--- src/rtl/sar_pkg.sv ---
// Shared definitions for the SAR ADC sequencer and its per-bit slices.
package sar_pkg;

  typedef enum logic [1:0] {
    ST_IDLE    = 2'd0,
    ST_SAMPLE  = 2'd1,
    ST_CONVERT = 2'd2,
    ST_DONE    = 2'd3
  } sar_state_t;

  localparam int SAR_NBITS = 8;

  // Slice VOUT encodings, shared with the FSM_sub comparator slices
  localparam logic [2:0] VOUT_RESET = 3'b100;
  localparam logic [2:0] VOUT_HIGH  = 3'b001;
  localparam logic [2:0] VOUT_LOW   = 3'b010;

  // Phase timer width: enough to hold the longer of the sample and bit windows
  function automatic int sar_tmr_w(input int sample_cyc, input int settle_cyc);
    int m;
    m = (sample_cyc > settle_cyc + 1) ? sample_cyc : settle_cyc + 1;
    return $clog2(m + 1);
  endfunction

endpackage

--- src/rtl/sar_phase_timer.sv ---
// Loadable down-counter with a terminal-count flag; times both the sample
// phase and the per-bit settle window.
module sar_phase_timer
  import sar_pkg::*;
#(
  parameter int TMR_W = 2
) (
  input  logic             i_clk,
  input  logic             i_rst_n,
  input  logic             i_load,
  input  logic [TMR_W-1:0] i_load_val,
  output logic [TMR_W-1:0] o_cnt_nxt,
  output logic             o_tc
);

  logic [TMR_W-1:0] r_cnt;
  logic [TMR_W-1:0] w_cnt_nxt;

  // Next count: a load wins, otherwise count down and rest at zero
  always_comb begin
    w_cnt_nxt = r_cnt;
    if (i_load) begin
      w_cnt_nxt = i_load_val;
    end else if (r_cnt != '0) begin
      w_cnt_nxt = r_cnt - TMR_W'(1);
    end
  end

  // Count register
  always_ff @(posedge i_clk) begin
    if (!i_rst_n) begin
      r_cnt <= '0;
    end else begin
      r_cnt <= w_cnt_nxt;
    end
  end

  // The next value lets the sequencer register outputs aligned with the count
  assign o_cnt_nxt = w_cnt_nxt;
  assign o_tc      = (r_cnt == '0);

endmodule

--- src/rtl/sar_sequencer.sv ---
// SAR ADC control stage: sample, then MSB-to-LSB decisions through one-hot
// slice enables, result handed off over a DVALID/DREADY handshake.
module sar_sequencer
  import sar_pkg::*;
#(
  parameter int NBITS      = SAR_NBITS,
  parameter int SAMPLE_CYC = 2,
  parameter int SETTLE_CYC = 1
) (
  input  logic             CLK,
  input  logic             VRESET_N,
  input  logic             VSTART,
  input  logic             VABORT,
  input  logic             VCOMP,
  output logic [NBITS-1:0] VENABLE,
  output logic             VRESET_SLICE,
  output logic             VSAMPLE,
  output logic             VBUSY,
  output logic [NBITS-1:0] DOUT,
  output logic             DVALID,
  input  logic             DREADY
);

  localparam int TMR_W = sar_tmr_w(SAMPLE_CYC, SETTLE_CYC);
  localparam int IDX_W = (NBITS > 1) ? $clog2(NBITS) : 1;

  sar_state_t       r_state;
  sar_state_t       w_state_nxt;
  logic [IDX_W-1:0] r_idx;
  logic [IDX_W-1:0] w_idx_nxt;
  logic [NBITS-1:0] r_dout;
  logic [NBITS-1:0] w_dout_nxt;

  logic             w_tmr_load;
  logic [TMR_W-1:0] w_tmr_val;
  logic [TMR_W-1:0] w_tmr_nxt;
  logic             w_tmr_tc;

  logic [NBITS-1:0] r_venable;
  logic             r_rslice;
  logic             r_sample;
  logic             r_busy;
  logic             r_dvalid;
  logic [NBITS-1:0] w_venable_nxt;
  logic             w_rslice_nxt;
  logic             w_sample_nxt;
  logic             w_busy_nxt;
  logic             w_dvalid_nxt;

  sar_phase_timer #(
    .TMR_W (TMR_W)
  ) u_timer (
    .i_clk      (CLK),
    .i_rst_n    (VRESET_N),
    .i_load     (w_tmr_load),
    .i_load_val (w_tmr_val),
    .o_cnt_nxt  (w_tmr_nxt),
    .o_tc       (w_tmr_tc)
  );

  // Next state, bit index, result and timer load; abort outranks everything else
  always_comb begin
    w_state_nxt = r_state;
    w_idx_nxt   = r_idx;
    w_dout_nxt  = r_dout;
    w_tmr_load  = 1'b0;
    w_tmr_val   = '0;
    if (VABORT) begin
      w_state_nxt = ST_IDLE;
    end else begin
      case (r_state)
        ST_IDLE: begin
          if (VSTART) begin
            w_state_nxt = ST_SAMPLE;
            w_tmr_load  = 1'b1;
            w_tmr_val   = TMR_W'(SAMPLE_CYC - 1);
            w_dout_nxt  = '0;
          end
        end
        ST_SAMPLE: begin
          if (w_tmr_tc) begin
            w_state_nxt = ST_CONVERT;
            w_idx_nxt   = IDX_W'(NBITS - 1);
            w_tmr_load  = 1'b1;
            w_tmr_val   = TMR_W'(SETTLE_CYC);
          end
        end
        ST_CONVERT: begin
          // Terminal count marks the enable cycle; this edge is the decision edge
          if (w_tmr_tc) begin
            w_dout_nxt[r_idx] = VCOMP;
            if (r_idx == '0) begin
              w_state_nxt = ST_DONE;
            end else begin
              w_idx_nxt  = r_idx - IDX_W'(1);
              w_tmr_load = 1'b1;
              w_tmr_val  = TMR_W'(SETTLE_CYC);
            end
          end
        end
        ST_DONE: begin
          if (DREADY) begin
            w_state_nxt = ST_IDLE;
          end
        end
        default: w_state_nxt = ST_IDLE;
      endcase
    end
  end

  // Output decode from the upcoming state, index and count so the registered
  // outputs line up with the cycle they describe
  always_comb begin
    w_venable_nxt = '0;
    if (w_state_nxt == ST_CONVERT && w_tmr_nxt == '0) begin
      w_venable_nxt = {{(NBITS-1){1'b0}}, 1'b1} << w_idx_nxt;
    end
    w_rslice_nxt = (w_state_nxt == ST_IDLE) || (w_state_nxt == ST_SAMPLE);
    w_sample_nxt = (w_state_nxt == ST_SAMPLE);
    w_busy_nxt   = (w_state_nxt == ST_SAMPLE) || (w_state_nxt == ST_CONVERT);
    w_dvalid_nxt = (w_state_nxt == ST_DONE);
  end

  // State, index, result and output registers
  always_ff @(posedge CLK) begin
    if (!VRESET_N) begin
      r_state   <= ST_IDLE;
      r_idx     <= '0;
      r_dout    <= '0;
      r_venable <= '0;
      r_rslice  <= 1'b1;
      r_sample  <= 1'b0;
      r_busy    <= 1'b0;
      r_dvalid  <= 1'b0;
    end else begin
      r_state   <= w_state_nxt;
      r_idx     <= w_idx_nxt;
      r_dout    <= w_dout_nxt;
      r_venable <= w_venable_nxt;
      r_rslice  <= w_rslice_nxt;
      r_sample  <= w_sample_nxt;
      r_busy    <= w_busy_nxt;
      r_dvalid  <= w_dvalid_nxt;
    end
  end

  assign VENABLE      = r_venable;
  assign VRESET_SLICE = r_rslice;
  assign VSAMPLE      = r_sample;
  assign VBUSY        = r_busy;
  assign DOUT         = r_dout;
  assign DVALID       = r_dvalid;

endmodule

--- config.mk ---
export PLATFORM = sky130hd
export DESIGN_NAME = sar_sequencer
export DESIGN_NICKNAME = d
export VERILOG_FILES = /design/src/rtl/sar_pkg.sv /design/src/rtl/sar_phase_timer.sv /design/src/rtl/sar_sequencer.sv
export SDC_FILE = /design/constraint.sdc
export NUM_CORES = 1
export LEC_CHECK = 0
export CAP_MARGIN = 20
export CORE_ASPECT_RATIO = 0.6
export CORE_MARGIN = 10
export CORE_UTILIZATION = 50
export DETAILED_ROUTE_END_ITERATION = 12
export GPL_TIMING_DRIVEN = 0
export MAX_ROUTING_LAYER = met4
export PLACE_DENSITY_LB_ADDON = 0.1
export SLEW_MARGIN = 20
export SYNTH_ARGS = -nofsm -noshare
export SYNTH_HDL_FRONTEND = slang
export SYNTH_SLANG_ARGS = --single-unit
--- constraint.sdc ---
create_clock -name CLK -period 2.5 [get_ports CLK]
set_input_delay 0.625 -clock CLK [delete_from_list [all_inputs] [get_ports CLK]]
set_output_delay 0.625 -clock CLK [all_outputs]
set_load 0.1 [all_outputs]
### Word level (Yosys, flattened, before mapping)

Cells that the tools add are included.

* add/sub/neg operators: 2
* order comparisons: 2
* equal/unequal tests: 8
* shift-type cells: 1
* muxes and demuxes: 32
* bitwise logic cells: 1
* reductions and logical operators: 13

Operators with widths (number)
* $mux 2: 8
* $mux 8: 2
* $pmux 8 s2: 1
* $mux 3: 4
* $mux 1: 11
* $bwmux 8: 1
* $eq 2x2->1 const B: 4
* $logic_not 2->1: 4
* $pmux 2 s4: 1
* $shl 1x3->8 const A: 1
* $pmux 1 s3: 2
* $pmux 3 s2: 1
* $eq 2x1->1 const B: 2
* $lt 3x4->1 const B: 1
* $reduce_and 4->1: 1
* $reduce_bool 2->1: 2
* $demux 1 s3: 1
* $ge 3x1->1 const B: 1
* $logic_not 3->1: 1
* $sub 3x1->3 const B: 1
* $logic_and 1x1->1: 2
* $logic_or 1x1->1: 2
* $ne 2x1->1 const B: 1
* $ne 2x2->1 const B: 1
* other kinds (3): 3

* flip-flop bits (word level): 27
* logic and storage cells: 68

### Logic depth before layout (Yosys ltp)

* word-level depth: 9
* depth in mapped cells: 11
* mapped depth without buffers: 10

### Modules after synthesis

From an unflattened synthesis, not the netlist that was laid out.

* cells, all modules: 168
* area total of the unflattened synthesis: 1475.2 um^2

Modules (own cells, without submodules)
* sar_sequencer: instances 1, cells each 154, area an instance 1362.6 um^2, sequential area each 500.5 um^2
* sar_phase_timer: instances 1, cells each 14, area an instance 112.6 um^2, sequential area each 40.0 um^2

### Least setup slack after synthesis

OpenSTA, ideal clock, no wires.

* kind: register to register
* start point: register r_idx[0]
* end point: register r_rslice (netlist: VRESET_SLICE)
* library setup time: 0.127 ns
* arrival: 1.940 ns
* data required time: 2.373 ns
* slack: 0.433 ns
* cell stages (with the launch flop): 11
* clock period less this slack: 2.067 ns
* path through: dfxtp_1 buf_2 inv_1 ha_1 nand2b_1 nor2_1 a221o_1 nand2_1 inv_1 ha_1 or3_1

* longest elaborated chain between the ends: 7

RTL lines
* start, declared: RTL line sar_sequencer.sv:29 `logic [IDX_W-1:0] r_idx;`
* start signal, assigned: RTL line sar_sequencer.sv:137 `r_idx <= w_idx_nxt;`
* $logic_not 3->1: RTL line sar_sequencer.sv:92 `if (r_idx == '0) begin`
* $mux 2: RTL line sar_sequencer.sv:92
* $mux 2: RTL line sar_sequencer.sv:90 `if (w_tmr_tc) begin`
* $pmux 2 s4: RTL line sar_sequencer.sv:71 `case (r_state)`
* $mux 2: RTL line sar_sequencer.sv:68 `if (VABORT) begin`
* via w_state_nxt[0]: RTL line sar_sequencer.sv:28 `sar_state_t w_state_nxt;`
* $eq 2x1->1
* via w_sample_nxt: RTL line sar_sequencer.sv:46 `logic w_sample_nxt;`
* $logic_or 1x1->1: RTL line sar_sequencer.sv:118 `w_rslice_nxt = (w_state_nxt == ST_IDLE) || (w_state_nxt == ST_SAMPLE);`
* end signal, assigned: RTL line sar_sequencer.sv:140 `r_rslice <= w_rslice_nxt;`
* end, declared: RTL line sar_sequencer.sv:40 `logic r_rslice;`

The timed path passes the listed nets, and every way through them passes these cells.
A chain may end at the register's enable or synchronous reset.

### Worst setup path after layout

* start point: register r_dout[4] (netlist: DOUT[4])
* end point: output port DOUT[4]

RTL lines
* start, declared: RTL line sar_sequencer.sv:31 `logic [NBITS-1:0] r_dout;`
* start signal, assigned: RTL line sar_sequencer.sv:138 `r_dout <= w_dout_nxt;`
* end, declared: RTL line sar_sequencer.sv:19 `output logic [NBITS-1:0] DOUT,`

No word-level cell between the ends.

==> results.ini <==
[global_route]
grt-ovfl-total = 0
gr-usage-met3_pct = 5.53
busiest_layer = met2
use_met1_pct = 18.0
grt_pass1_wl_um = 5670
grt_pass1_vias = 1178
grt_use_met2_pct = 19.4
grt_max_degree = 18
track_usage_pct = 13.6
antenna_found_initial = 0

[clock_tree]
worst_skew_pair.late_latency_ps = 280
cts_setup_buffers = 0
tritoncts = built
numCtsBuffers = 3
clockRootBuffer = clkbuf_8
ctsResizeCount = 0
cts.reportedPaths.clkPinSlew_ps = 110
clockBufferDepth = 2
cts.sinks = 27
cts_max_level = 1
ctsHoldBuffers = 0

[yosys]
synth_edf_count = 0
synth_area_per_cell_um2 = 8.66
synth_area_leader_cell = dfxtp_1
syn-cell-area_um2 = 1420
syn_nets = 182
synth.most_common_cell = dfxtp_1
ys_ff_latch = 27
ys_seq_area_share_pct = 38.1
synth_cell_type_count = 47
async_reset_ff_share_pct = 0
synthCells = 164
synth_area_leaders = dfxtp_1 38%, ha_1 11%, nor2_1 4.8%, and2_1 3.5%, nand2_1 3.4%
synth_top_area_share_pct = 38.1
synth-main-ff-cell = dfxtp_1
synth-warning-count = 0
ys_top_cells_by_count = 27 x dfxtp_1, 18 x nor2_1, 13 x nand2_1, 12 x ha_1, 12 x inv_1

[worst_setup_path]
critPathMaxFanout = 2
slowest_stage = clkdlybuf4s50_1
path_buf_inv = 1
max_stage_delay_ps = 1140
worst_setup_path_end_kind = primary output
path_cells = clkdlybuf4s50_1
cp_top_family = buffers and inverters
worstSetupPathType = reg -> out
worstPathArrival_ps = 1780
startpoint_type = register
required_ps = 1880

[route]
drtIter0Drc = 94
wirelength_um = 3440
avgViaCountPerCell = 5.63
drc = 0
firstDrtPassIters = 4
avgRoutedWirePerCell_um = 15.4
ant_nets = 0
num_vias = 1261

[floorplanning]
dieArea_um2 = 5440
start_util_pct = 54.4
row_count = 14
die_h_um = 61.3
ios = 26
die_width_um = 88.8
core_area_um2 = 2610

[timing]
hold_slack_ps = 466
max_clock_freq_ghz = 0.415
setup_viol = 0
period_share_pct = 96.4
rsz0062_at_grt = false
worst_pin_slew_ps = 986
clock_skew_ps = 9.08
slew_headroom_pct = 34.1
tns_ps = 0
setup_ws_ps = 90.4
final-max-slew-violation-count = 0
min_period_ps = 2410
finalHoldViolCount = 0

[power_and_ir_drop]
p_leak_nw = 0.675
peakVddDrop_mv = 0.460
power_mw = 0.840
p_per_area_nw_per_um2 = 475

[placement]
dp_hpwl_um = 2630
dpl_worst_slack_ps = -152
io_buffers = 24
gp_congestion = 0.891
dpl_cell_area_um2 = 1700
dp_cells = 220

[finish]
syn2layout_area_growth_pct = 24.6
nNetsFinal = 211
final_core_util_pct = 67.8
postLayoutCellArea_um2 = 1770
insertedDiodeCount = 0
stdcell_count = 224
nFillCells = 205
layout-drive-gt1-share_pct = 9.38

[min_path]
hp-class = reg -> reg

[job]
cap_violations = 0

[status]
status = finished, final reports clean

-- cell type report --
| type | count | area, um2 | share of cell area [%] |
|---|---|---|---|
| Tap cell | 32 | 40.0 | 2.26 |
| Sequential cell | 27 | 541 | 30.6 |
| Timing Repair Buffer | 24 | 240 | 13.6 |
| Clock inverter | 1 | 8.76 | 0.495 |
| Multi-Input combinational cell | 117 | 806 | 45.5 |
| Buffer | 7 | 43.8 | 2.48 |
| Inverter | 13 | 48.8 | 2.76 |
| Clock buffer | 3 | 41.3 | 2.33 |
-- per-layer routing --
layer / share of wire, % / wire [um] / vias up
li1: - / - / 626
met1: 47 / 1620 / 581
met2: 42 / 1440 / 52
met3: 11 / 380 / 2
met4: 0.058 / 2 / 0
met5: 0 / 0 / -
-- cells in the final DEF, fill, tap and decap left out, drive strengths merged, types with 2 or more instances in the layout --
cell type	count
a21oi	6
a31oi	2
a32oi	3
and2	8
and4	2
buf	4
clkbuf	6
clkdlybuf4s50	24
dfxtp	27
ha	12
inv	13
nand2	13
nand2b	5
nand3	2
nor2	19
nor2b	2
nor3	4
nor3b	2
o21a	2
o21ai	10
o21bai	2
o2bb2ai	2
or2	3
-- sequential cells by signal, summed over array words and instances, names as in the netlist --
register,cells
r_idx,3
DVALID,1
VBUSY,1
VSAMPLE,1
DOUT,8
u_timer.r_cnt,2
VRESET_SLICE,1
VENABLE,8
r_state,2
-- kinds of logic (layout without fill, tap and decap cells) --
family	Yosys count	count (layout)	synth area share, %
buf+inv	20	48	6.34
fa+ha+maj	12	12	10.6
flops	27	27	38.1
simple gates	65	65	24.0
compound gates	40	40	21.1
-- report_power, final --
part	internal, mW	switching [mW]	leakage (nW)
Clock	0.117	0.153	0.0261
Sequential	0.437	0.00380	0.218
Combinational	0.0424	0.0873	0.431
Total	0.596	0.244	0.675
-- path summary, 6_finish.rpt --
kind	startpoint	end	slack (ps)	depth (start not counted)
max reg2reg	r_idx[0]	VENABLE[5]	190	11
min reg2reg	DOUT[7]	DOUT[7]	470	2
min	DOUT[7]	DOUT[7]	470	2
max	DOUT[4]	DOUT[4]	90	1
No activity file was read; power rests on OpenSTA's default activity.
